`config.mk`:
```
export PLATFORM = sky130hd
export DESIGN_NAME = csr_exec_unit
export DESIGN_NICKNAME = d
export VERILOG_FILES = /design/src/rtl/csr_pkg.sv /design/src/rtl/csr_alu.sv /design/src/rtl/csr_exec_unit.sv
export SDC_FILE = /design/constraint.sdc
export NUM_CORES = 1
export LEC_CHECK = 0
export CORE_UTILIZATION = 55
export DETAILED_ROUTE_END_ITERATION = 8
export DONT_BUFFER_PORTS = 1
export PLACE_DENSITY = 0.77
export SETUP_SLACK_MARGIN = 0.4
export SYNTH_ARGS = -nofsm -noshare
export SYNTH_HDL_FRONTEND = slang
export SYNTH_SLANG_ARGS = --single-unit
```
`constraint.sdc`:
```
create_clock -name clk -period 3.3 [get_ports clk]
set_input_delay 0.66 -clock clk [delete_from_list [all_inputs] [get_ports clk]]
set_output_delay 0.66 -clock clk [all_outputs]
set_load 0.005 [all_outputs]
```
`src/rtl/csr_pkg.sv`:
```
// Shared definitions for the Zicsr execute-stage sequencer: funct3 encodings,
// sequencer states, well-known counter addresses and address classification helpers.
package csr_pkg;

    localparam logic [2:0] CSR_OP_RW  = 3'b001;
    localparam logic [2:0] CSR_OP_RS  = 3'b010;
    localparam logic [2:0] CSR_OP_RC  = 3'b011;
    localparam logic [2:0] CSR_OP_RWI = 3'b101;
    localparam logic [2:0] CSR_OP_RSI = 3'b110;
    localparam logic [2:0] CSR_OP_RCI = 3'b111;

    typedef enum logic [1:0] {
        ST_IDLE,
        ST_READ,
        ST_WRITE,
        ST_RESP
    } csr_state_e;

    localparam logic [11:0] CSR_CYCLE     = 12'hC00;
    localparam logic [11:0] CSR_INSTRET   = 12'hC02;
    localparam logic [11:0] CSR_CYCLE_H   = 12'hC80;
    localparam logic [11:0] CSR_INSTRET_H = 12'hC82;

    // The top two address bits equal to 2'b11 mark the read-only CSR space.
    function automatic logic isReadOnly(input logic [1:0] addrTop);
        return addrTop == 2'b11;
    endfunction

    // funct3 values 000 and 100 are not CSR instructions.
    function automatic logic isValidOp(input logic [2:0] funct3);
        return funct3[1:0] != 2'b00;
    endfunction

endpackage

```
`src/rtl/csr_alu.sv`:
```
// Computes the value written back to the CSR from the old value and the operand
// (rs1 data or zero-extended immediate) according to the Zicsr operation.
module csr_alu
    import csr_pkg::*;
#(
    parameter int XLEN = 32
) (
    input  logic [2:0]      funct3_i,
    input  logic [XLEN-1:0] old_i,
    input  logic [XLEN-1:0] operand_i,
    output logic [XLEN-1:0] wdata_o
);

    always_comb begin
        wdata_o = '0;
        case (funct3_i)
            CSR_OP_RW, CSR_OP_RWI: wdata_o = operand_i;
            CSR_OP_RS, CSR_OP_RSI: wdata_o = old_i | operand_i;
            CSR_OP_RC, CSR_OP_RCI: wdata_o = old_i & ~operand_i;
            default:               wdata_o = '0;
        endcase
    end

endmodule

```
`src/rtl/csr_exec_unit.sv`:
```
// Execute-stage sequencer for Zicsr instructions: accepts one decoded op, reads the
// old CSR value, issues the (legal) write, then returns the old value for rd.
module csr_exec_unit
    import csr_pkg::*;
#(
    parameter int XLEN   = 32,
    parameter int CSR_AW = 12
) (
    input  logic              clk,
    input  logic              rst,
    input  logic              req_valid,
    output logic              req_ready,
    input  logic [2:0]        req_funct3,
    input  logic [CSR_AW-1:0] req_addr,
    input  logic [XLEN-1:0]   req_rs1_data,
    input  logic [4:0]        req_uimm,
    input  logic [4:0]        req_rd,
    input  logic              flush,
    output logic              csr_ren,
    output logic [CSR_AW-1:0] csr_raddr,
    input  logic [XLEN-1:0]   csr_rdata,
    output logic              csr_wen,
    output logic [CSR_AW-1:0] csr_waddr,
    output logic [XLEN-1:0]   csr_wdata,
    output logic              rsp_valid,
    input  logic              rsp_ready,
    output logic [4:0]        rsp_rd,
    output logic [XLEN-1:0]   rsp_data,
    output logic              rsp_illegal,
    output logic              busy
);

    csr_state_e        state_q,   state_d;
    logic [2:0]        funct3_q,  funct3_d;
    logic [CSR_AW-1:0] addr_q,    addr_d;
    logic [4:0]        rd_q,      rd_d;
    logic [XLEN-1:0]   operand_q, operand_d;
    logic [XLEN-1:0]   old_q,     old_d;
    logic              doRead_q,  doRead_d;
    logic              doWrite_q, doWrite_d;
    logic              illegal_q, illegal_d;

    logic              reqFire;
    logic              reqIsRw;
    logic              reqValidOp;
    logic              reqDoRead;
    logic              reqDoWrite;
    logic              reqIllegal;
    logic [XLEN-1:0]   reqOperand;
    logic [XLEN-1:0]   aluWdata;

    // A flush in IDLE blocks acceptance so a squashed instruction never starts.
    assign reqFire    = req_valid && req_ready && !flush;
    assign reqIsRw    = req_funct3[1:0] == 2'b01;
    assign reqValidOp = isValidOp(req_funct3);
    assign reqDoRead  = !(reqIsRw && req_rd == 5'd0);
    assign reqDoWrite = reqValidOp && (reqIsRw || req_uimm != 5'd0);
    assign reqIllegal = !reqValidOp || (reqDoWrite && isReadOnly(req_addr[CSR_AW-1 -: 2]));
    assign reqOperand = req_funct3[2] ? {{(XLEN-5){1'b0}}, req_uimm} : req_rs1_data;

    always_ff @(posedge clk or posedge rst) begin
        if (rst) begin
            state_q   <= ST_IDLE;
            funct3_q  <= '0;
            addr_q    <= '0;
            rd_q      <= '0;
            operand_q <= '0;
            old_q     <= '0;
            doRead_q  <= 1'b0;
            doWrite_q <= 1'b0;
            illegal_q <= 1'b0;
        end else begin
            state_q   <= state_d;
            funct3_q  <= funct3_d;
            addr_q    <= addr_d;
            rd_q      <= rd_d;
            operand_q <= operand_d;
            old_q     <= old_d;
            doRead_q  <= doRead_d;
            doWrite_q <= doWrite_d;
            illegal_q <= illegal_d;
        end
    end

    // A flush during WRITE still lets the write commit; only the response is dropped.
    always_comb begin
        state_d   = state_q;
        funct3_d  = funct3_q;
        addr_d    = addr_q;
        rd_d      = rd_q;
        operand_d = operand_q;
        old_d     = old_q;
        doRead_d  = doRead_q;
        doWrite_d = doWrite_q;
        illegal_d = illegal_q;
        csr_ren   = 1'b0;
        csr_wen   = 1'b0;
        rsp_valid = 1'b0;
        case (state_q)
            ST_IDLE: begin
                if (reqFire) begin
                    funct3_d  = req_funct3;
                    addr_d    = req_addr;
                    rd_d      = req_rd;
                    operand_d = reqOperand;
                    doRead_d  = reqDoRead;
                    doWrite_d = reqDoWrite;
                    illegal_d = reqIllegal;
                    state_d   = ST_READ;
                end
            end
            ST_READ: begin
                csr_ren = doRead_q;
                old_d   = doRead_q ? csr_rdata : '0;
                if (flush) begin
                    state_d = ST_IDLE;
                end else if (doWrite_q && !illegal_q) begin
                    state_d = ST_WRITE;
                end else begin
                    state_d = ST_RESP;
                end
            end
            ST_WRITE: begin
                csr_wen = 1'b1;
                state_d = flush ? ST_IDLE : ST_RESP;
            end
            ST_RESP: begin
                rsp_valid = 1'b1;
                if (flush || rsp_ready) begin
                    state_d = ST_IDLE;
                end
            end
            default: state_d = ST_IDLE;
        endcase
    end

    csr_alu #(
        .XLEN(XLEN)
    ) uAlu (
        .funct3_i (funct3_q),
        .old_i    (old_q),
        .operand_i(operand_q),
        .wdata_o  (aluWdata)
    );

    assign req_ready   = state_q == ST_IDLE;
    assign busy        = state_q != ST_IDLE;
    assign csr_raddr   = addr_q;
    assign csr_waddr   = addr_q;
    assign csr_wdata   = aluWdata;
    assign rsp_rd      = rd_q;
    assign rsp_data    = illegal_q ? '0 : old_q;
    assign rsp_illegal = illegal_q;

endmodule
```
==> results of run 1 <==
[per-stage QoR]
stage	setup slack, ns	util (%)
after floorplan	1.37	-
after global placement	0.998	56.0
after detailed placement	0.969	56.0
after CTS	0.943	58.5
after global routing	0.867	58.5
final	0.941	58.5
[flip-flops by register name, summed over array words and instances, names as in the netlist]
signal and cells:
state_q 2, doWrite_q 1, doRead_q 1, csr_raddr 12, rsp_rd 5, operand_q 32, rsp_illegal 1, funct3_q 2
old_q 32
[final cells by class]
type                       instances  area [µm²]  share of cell area (%)
sequential                        88        2200                    46.1
clock inverter                     6        65.1                    1.36
timing repair buffer               9        80.1                    1.67
clock buffer                      10         138                    2.88
inverter                          35         135                    2.83
multi-input combinational        372        2030                    42.4
tap                              105         131                    2.75
[report_power, final]
| group | total (µW) | internal (µW) | switching [µW] | leakage, µW |
|---|---|---|---|---|
| combinational | 1080 | 403 | 675 | 0.00104 |
| sequential | 1620 | 1370 | 256 | 0.00113 |
| clock | 768 | 374 | 394 | 0.000103 |
[cells in the final DEF, fill, tap and decap left out, types with 2 or more instances in the layout]
master,n
clkbuf_8,10
inv_1,34
clkinv_2,2
a22o_1,32
nor3_1,3
inv_6,2
clkinvlp_4,2
buf_4,8
mux2i_1,38
o21ai_0,56
or4b_2,2
nor2_1,36
nand2_1,154
dfrtp_1,88
o21ai_1,10
nand2b_1,28
[cell families after synthesis]
kind of cell    share of synthesized area, %
compound gates                          14.0
flops                                   47.5
buf+inv                                 9.09
simple gates                            21.3
mux                                     8.20
[worst max path at each step]
stage	endpoint	slack [ns]	depth (start not counted)
after floorplan	csr_wdata[14]	1.37	5
after global placement	doRead_q$_DFFE_PP0P_	1.0	4
after detailed placement	doRead_q$_DFFE_PP0P_	0.97	4
after CTS	csr_wdata[6]	0.94	3
after global routing	operand_q[11]$_DFFE_PP0P_	0.87	4
final	csr_wdata[9]	0.94	3
[per-layer routing]
| layer | routed length, µm | vias to the layer above | GRT usage, % |
|---|---|---|---|
| li1 | - | 1695 | - |
| met1 | 4780 | 1659 | 34.5 |
| met2 | 5050 | 164 | 38.8 |
| met3 | 1000 | 13 | 6.80 |
| met4 | 167 | 0 | 9.74 |
| met5 | 0 | - | 0 |
==> run_results.csv, run 1 <==
group,metric,value,unit
worst_setup_path,rr_endpoint,"doRead_q$_DFFE_PP0P_",
synth,synth_area_leaders,"dfrtp_1 (47%), nand2_1 (12%), mux2i_1 (8.2%), a22o_1 (6.0%), o21ai_0 (6.0%)",
job,cap_violations,0,
clock_network,max-clock-path-buffers,2,
finish,num-fill-cells,759,
global_route,track_usage,25.4,%
finish,fin_nets,609,
clock_network,htreeDepth,3,
sta,rsz0062_at_grt,"false",
sta,finalMaxSlewViolations,0,
synth,synthCells,550,
floorplanning,start_util,56.7,%
pwr,power_per_cell_area,726,mW/mm²
synth,yosysUniqueCellTypes,28,
worst_setup_path,worstPathBufferInverterCount,1,
status,outcome,"complete, no violations",
worst_setup_path,worstSetupPathType,"reg2out",
worst_setup_path,rrSetupSlack,1.02,ns
clock_network,cts_sinks,88,
sta,fin_crit,2.36,ns
pwr,total_power,3470,µW
worst_setup_path,startpoint_type,"register",
synth,seq_area_frac_synth,47.5,%
sta,worst_slew_pin_slew,0.795,ns
synth,avgSynthCellArea,8.44,µm²
route,ant_nets,0,
floorplanning,rows,33,
worst_setup_path,crit_chain,"nor2b_2, buf_4, a22o_1",
worst_setup_path,worstSetupStartpoint,"funct3_q[1]$_DFFE_PP0P_",
place,gp_congestion,0.836,
pwr,ir_worst_vdd,0.314,mV
clock_network,ctsResizeCount,0,
finish,final_area,0.00478,mm²
min_path,hp-class,"in2async",
synth,syn_area,0.00464,mm²
worst_setup_path,cp_slowest_stage_delay,0.39,ns
synth,synth.most_common_cell,"nand2_1",
floorplanning,chipWidth,93.8,µm
global_route,grt-ovfl-total,0,
clock_network,clkLatencyLatePin,0.35,ns
route,drt_iter0_drc,187,
route,routedWlPerCell,17.6,µm
synth,yosys.area.top_type,"dfrtp_1",
sta,whs,0.309,ns
worst_setup_path,ff2ff_path_depth,4,
pwr,leakage,0.00227,µW
synth,ys.warnings.count,0,
clock_network,clk_pin_slew,0.09,ns
sta,slew_headroom,46.9,%
place,dp.cells,609,
synth,ys.flop_type,"dfrtp_1",
synth,synth-edff-count,0,
sta,clock-skew-final,0.0134,ns
clock_network,cts_tree,"built",
floorplanning,die_h,93.8,µm
worst_setup_path,crit_family,"flip-flops",
synth,ys_top_cells_by_count,"nand2_1 (154), dfrtp_1 (88), o21ai_0 (56)",
route,routed_via_density,5.65,
sta,fin_crit_sh,71.5,%
sta,final.setup.tns,0,ns
route,vias,3531,
floorplanning,coreArea,0.00818,mm²
clock_network,postCtsSetupRepairBufs,0,
worst_setup_path,cp.arrival,1.70,ns
sta,setup_viol,0,
sta,hold_viol,0,
sta,fmax,424,MHz
route,drt-total-wl,11000,µm
finish,insertedDiodeCount,0,
place,dp_hpwl,7640,µm
worst_setup_path,endpoint_kind,"primary output",
route,first_pass_iters,5,
finish,stdcell_count,625,
synth,yosysTopAreaCellShare,47.5,%
synth,synth-async-reset-ratio,100,%
clock_network,cts_buffers,9,
clock_network,root_buffer,"clkbuf_8",
global_route,antenna_found_initial,0,
place,io_buffers,0,
worst_setup_path,worstPathMaxFanout,26,
floorplanning,die-area,0.00881,mm²
worst_setup_path,critPathRequiredTime,2.64,ns
global_route,grt_pass1_vias,3323,
worst_setup_path,slowest_stage,"dfrtp_1",
finish,layout-drive-gt1-share,6.54,%
synth,ys_ff_latch,88,
global_route,grt_pass1_wl,16900,µm
place,placed_area,0.00458,mm²
finish,area_delta_synth_final,3.05,%
clock_network,hold_buffers,0,
global_route,grt_max_degree,68,
synth,synth_nets,644,
worst_setup_path,reg2reg_from,"state_q[0]$_DFFE_PP0P_",
floorplanning,io_pins,193,
route,drc,0,
Note: power is estimated with default switching activity, not from simulation.
==> inputs of run 2 (changes only) <==
--- a/config.mk
+++ b/config.mk
@@ -8,7 +8,7 @@
 export CORE_UTILIZATION = 55
 export DETAILED_ROUTE_END_ITERATION = 8
 export DONT_BUFFER_PORTS = 1
-export PLACE_DENSITY = 0.77
+export PLACE_DENSITY = 0.8
 export SETUP_SLACK_MARGIN = 0.4
 export SYNTH_ARGS = -nofsm -noshare
 export SYNTH_HDL_FRONTEND = slang
==> constraint.sdc (replaced) <==
create_clock -name clk -period 2.1 [get_ports clk]
set_input_delay 0.42 -clock clk [delete_from_list [all_inputs] [get_ports clk]]
set_output_delay 0.42 -clock clk [all_outputs]
set_load 0.005 [all_outputs]
==> run_results.csv, run 2 (synthesis results as in run 1) <==
group,metric,value,unit
worst_setup_path,crit_chain,"nor2b_4, clkbuf_16, a22o_1",
route,routed_via_density,5.70,
floorplanning,rows,33,
worst_setup_path,worstSetupPathType,"reg2out",
finish,num-fill-cells,730,
sta,slew_headroom,59.4,%
worst_setup_path,critPathRequiredTime,1.68,ns
floorplanning,die_h,93.8,µm
sta,whs,0.129,ns
sta,final.setup.tns,0,ns
worst_setup_path,cp_slowest_stage_delay,0.43,ns
finish,final_cell_mix,"nand2_1 (154), dfrtp_1 (86), o21ai_0 (55), mux2i_1 (38)",
clock_network,max-clock-path-buffers,2,
min_path,min_path_cells,1,
worst_setup_path,cp.arrival,1.41,ns
sta,fin_crit,1.83,ns
min_path,hp-class,"in2reg",
worst_setup_path,rrSetupSlack,0.50,ns
clock_network,clk_pin_slew,0.09,ns
route,first_pass_iters,5,
global_route,antenna_found_initial,1,
min_path,holdPathEnd,"state_q[1]$_DFFE_PP0P_",
finish,layout-drive-gt1-share,8.75,%
route,wl_met1,4790,µm
status,outcome,"complete, no violations",
sta,worst_slew_pin_slew,0.607,ns
route,wl_met3,1060,µm
sta,fmax,545,MHz
global_route,grt_pass1_wl,17000,µm
sta,hold_viol,0,
route,routedWlPerCell,17.8,µm
place,dp_hpwl,7750,µm
route,ant_nets,0,
clock_network,clkLatencyLatePin,0.35,ns
global_route,grt-ovfl-total,0,
clock_network,cts_sinks,88,
pwr,total_power,5460,µW
clock_network,cts_tree,"built",
sta,setup_viol,0,
sta,fin_crit_sh,87.4,%
worst_setup_path,ff2ff_path_depth,4,
job,cap_violations,0,
pwr,power_per_cell_area,1110,mW/mm²
min_path,min_from,"flush",
route,drt-total-wl,11200,µm
worst_setup_path,reg2reg_from,"state_q[1]$_DFFE_PP0P_",
route,top_layer_used,"met4",
route,vias,3595,
finish,fin_nets,615,
pwr,ir_worst_vdd,0.526,mV
floorplanning,coreArea,0.00818,mm²
worst_setup_path,rr_endpoint,"doRead_q$_DFFE_PP0P_",
clock_network,cts_buffers,9,
pwr,leakage,0.00233,µW
finish,final_common_cell,"nand2_1",
global_route,track_usage,25.6,%
route,drt_iter0_drc,217,
place,dp.cells,612,
global_route,grt_pass1_vias,3371,
sta,finalMaxSlewViolations,0,
sta,clock-skew-final,0.00856,ns
worst_setup_path,slowest_stage,"dfrtp_2",
sta,rsz0062_at_grt,"true",
worst_setup_path,startpoint_type,"register",
finish,fin_util,60.1,%
worst_setup_path,endpoint_kind,"primary output",
floorplanning,die-area,0.00881,mm²
floorplanning,start_util,56.7,%
finish,insertedDiodeCount,0,
global_route,grt_max_degree,71,
finish,area_delta_synth_final,5.99,%
route,drc,0,
clock_network,htreeDepth,3,
route,met2_wirelength,5140,µm
floorplanning,io_pins,193,
place,io_buffers,0,
place,gp_congestion,0.909,
finish,stdcell_count,631,
clock_network,root_buffer,"clkbuf_8",
floorplanning,chipWidth,93.8,µm
worst_setup_path,worstPathMaxFanout,16,
==> run 2: cell types whose count changed in the layout (fill, tap and decap cells not counted), sizes merged <==
| cell | before | now |
|---|---|---|
| clkinvlp | 2 | 3 |
| buf | 9 | 13 |
| inv | 36 | 37 |
| bufinv | 1 | 0 |
| dlygate4sd3 | 0 | 1 |
==> run 2: per-stage QoR <==
step                      worst slack [ns]  cell area (µm²)
after floorplan                      0.413             4640
after global placement               0.341             4610
after detailed placement             0.266             4610
after CTS                            0.234             4910
after global routing                 0.199             4920
final                                0.265             4920
==> run 2: power by group <==
part	leakage [µW]	switching, µW	internal, µW	total, µW
Clock	0.0000864	618	438	1060
Combinational	0.00112	1140	742	1880
Sequential	0.00113	372	2150	2520
==> run 2: layout make-up <==
cell class	instances	area (µm²)	area share, %
Inverter	35	135	2.75
Clock inverter	7	51.3	1.04
Tap cell	105	131	2.67
Timing Repair Buffer	15	201	4.10
Sequential cell	88	2200	44.8
Clock buffer	9	124	2.52
Multi-Input combinational cell	372	2070	42.1
==> run 2: how the worst max path moves through the flow <==
stage	start	end	slack, ns	cells after the start
2_1_floorplan	funct3_q[0]$_DFFE_PP0P_	csr_wdata[14]	0.41	5
3_3_place_gp	state_q[1]$_DFFE_PP0P_	operand_q[21]$_DFFE_PP0P_	0.34	4
3_5_place_dp	state_q[1]$_DFFE_PP0P_	operand_q[12]$_DFFE_PP0P_	0.27	4
4_1_cts	funct3_q[0]$_DFFE_PP0P_	csr_wdata[10]	0.23	3
5_1_grt	funct3_q[0]$_DFFE_PP0P_	csr_wdata[10]	0.20	3
6_report	funct3_q[0]$_DFFE_PP0P_	csr_wdata[20]	0.27	3
==> run 2: critical path: cells and delay by family (launching register included) <==
| family | cells | cell delay, ns |
|---|---|---|
| compound gates | 1 | 0.18 |
| buf+inv | 1 | 0.21 |
| flops | 1 | 0.43 |
| simple gates | 1 | 0.24 |
==> run 2: per-layer routing <==
layer  up-vias  global-route usage (%)
met3        20                    8.41
met4         0                    9.74
li1       1704                       -
met1      1695                    32.4
met2       176                    40.5
met5         -                       0
==> run 2: timing repair <==
action	4_1_cts	5_1_grt
buffers inserted	1	0
resized for setup	19	4
endpoints found under the hold margin	18	0
setup endpoints to repair	76	47
pin swaps	15	1
hold buffers	1	0
gates cloned	1	0
==> inputs of run 3 (changes only) <==
--- a/config.mk
+++ b/config.mk
@@ -5,10 +5,10 @@
 export SDC_FILE = /design/constraint.sdc
 export NUM_CORES = 1
 export LEC_CHECK = 0
-export CORE_UTILIZATION = 55
+export CORE_UTILIZATION = 44
 export DETAILED_ROUTE_END_ITERATION = 8
 export DONT_BUFFER_PORTS = 1
-export PLACE_DENSITY = 0.8
+export PLACE_DENSITY = 0.66
 export SETUP_SLACK_MARGIN = 0.4
 export SYNTH_ARGS = -nofsm -noshare
 export SYNTH_HDL_FRONTEND = slang
==> constraint.sdc (replaced) <==
create_clock -name clk -period 1.75 [get_ports clk]
set_input_delay 0.35 -clock clk [delete_from_list [all_inputs] [get_ports clk]]
set_output_delay 0.35 -clock clk [all_outputs]
set_load 0.005 [all_outputs]
==> run_results.csv, run 3 (synthesis results as in run 1) <==
group,metric,value,unit
status,outcome,"finished, violations left",
status,violations,"hold timing, setup timing",
clock_network,clk_pin_slew,0.09,ns
finish,fin_nets,678,
min_path,hp-class,"in2async",
clock_network,hold_buffers,0,
sta,slew_headroom,68.1,%
pwr,ir_worst_vdd,0.757,mV
route,routed_via_density,5.77,
place,dp_hpwl,7630,µm
clock_network,cts_buffers,9,
pwr,power_per_cell_area,1300,mW/mm²
floorplanning,chipWidth,105,µm
pwr,total_power,9520,µW
job,cap_violations,0,
floorplanning,io_pins,193,
worst_setup_path,rr_endpoint,"operand_q[6]$_DFFE_PP0P_",
route,first_pass_iters,5,
finish,final_common_cell,"dfrtp_1",
route,routedWlPerCell,22.6,µm
sta,hold_viol,11,
finish,num-fill-cells,741,
sta,fmax,566,MHz
sta,setup_ws,-0.0182,ns
pwr,leakage,0.00329,µW
route,drc,0,
worst_setup_path,worstSetupPathType,"reg2out",
place,dp.cells,646,
sta,fin_crit,1.77,ns
floorplanning,die-area,0.0110,mm²
sta,worst_slew_pin_slew,0.478,ns
worst_setup_path,endpoint_kind,"primary output",
global_route,grt-ovfl-total,0,
sta,final.setup.tns,-0.0228,ns
place,io_buffers,0,
finish,insertedDiodeCount,0,
clock_network,cts_tree,"built",
sta,setup_viol,3,
place,gp_congestion,0.752,
global_route,grt_pass1_wl,24700,µm
worst_setup_path,reg2reg_from,"state_q[0]$_DFFE_PP0P_",
clock_network,root_buffer,"clkbuf_8",
global_route,track_usage,30.1,%
worst_setup_path,startpoint_type,"register",
floorplanning,rows,37,
sta,finalMaxSlewViolations,0,
worst_setup_path,cp.arrival,1.42,ns
finish,area_delta_synth_final,57.3,%
global_route,antenna_found_initial,0,
route,drt_iter0_drc,295,
sta,rsz0062_at_grt,"true",
sta,clock-skew-final,0.00433,ns
global_route,grt_max_degree,89,
sta,fin_crit_sh,101,%
finish,stdcell_count,725,
sta,whs,-0.00602,ns
clock_network,max-clock-path-buffers,2,
worst_setup_path,worstPathMaxFanout,27,
finish,final_cell_mix,"dfrtp_1 (87), nand2_1 (64), nand2_4 (51), nand2_2 (40), o21ai_2 (38)",
worst_setup_path,ff2ff_path_depth,6,
clock_network,clkLatencyLatePin,0.36,ns
finish,layout-drive-gt1-share,47.0,%
route,drt-total-wl,16400,µm
floorplanning,start_util,45.1,%
worst_setup_path,critPathRequiredTime,1.40,ns
route,vias,4184,
worst_setup_path,rrSetupSlack,0,ns
global_route,grt_pass1_vias,4282,
floorplanning,coreArea,0.0103,mm²
route,ant_nets,0,
floorplanning,die_h,105,µm
clock_network,htreeDepth,3,
clock_network,cts_sinks,88,
-- run 3: layout make-up --
class                      count  area [µm²]  share of cell area [%]
tap                          136         170                    2.33
clock buffer                   9         124                    1.70
multi-input combinational    372        3020                    41.3
sequential                    88        2200                    30.2
inverter                      35         135                    1.85
clock inverter                 7         143                    1.95
timing repair buffer          78        1510                    20.7
-- run 3: metrics by stage --
step	instance area, µm²	worst slack (ns)	utilization, %	hold slack, ns
3_5_place_dp	4730	0.238	46.0	0.404
4_1_cts	6980	-0.00845	67.9	0.00389
3_3_place_gp	4730	0.248	46.0	0.394
2_1_floorplan	4720	0.166	-	0.417
6_report	7300	-0.0182	71.0	-0.00602
5_1_grt	7300	-0.0889	71.0	0.0225
-- run 3: worst max-delay path by stage --
| stage | startpoint | to | cells after the start | slack [ns] |
|---|---|---|---|---|
| 5_1_grt | funct3_q[0]$_DFFE_PP0P_ | csr_wdata[12] | 3 | -0.09 |
| 6_report | funct3_q[0]$_DFFE_PP0P_ | csr_wdata[12] | 3 | -0.02 |
| 3_3_place_gp | state_q[0]$_DFFE_PP0P_ | doRead_q$_DFFE_PP0P_ | 4 | 0.25 |
| 4_1_cts | funct3_q[0]$_DFFE_PP0P_ | csr_wdata[12] | 3 | -0.008 |
| 3_5_place_dp | state_q[0]$_DFFE_PP0P_ | doRead_q$_DFFE_PP0P_ | 4 | 0.24 |
| 2_1_floorplan | state_q[0]$_DFFE_PP0P_ | operand_q[0]$_DFFE_PP0P_ | 6 | 0.17 |
-- run 3: timing repair --
action,CTS,global route
setup buffers,31,2
endpoints found under the setup margin,152,156
cloned,30,0
pin swaps,77,27
resized for setup,315,73
-- run 3: critical path, stage by stage, from the launching register on --
cell and delay, ns:
dfrtp_1 0.41, nor2b_4 0.21, buf_12 0.20, a22o_1 0.22
-- run 3: power by group --
| group | total (µW) | switching (µW) | internal (µW) |
|---|---|---|---|
| sequential | 3260 | 679 | 2580 |
| clock | 1890 | 787 | 1100 |
| combinational | 4370 | 2210 | 2160 |
-- run 3: routing by layer --
| metal | global-route usage, % | part of all wire [%] | up-vias |
|---|---|---|---|
| met1 | 39.2 | 41 | 2089 |
| met3 | 5.43 | 6.6 | 28 |
| met2 | 50.3 | 51 | 204 |
| li1 | - | - | 1863 |
| met4 | 10.8 | 1.9 | 0 |
| met5 | 0 | 0 | - |
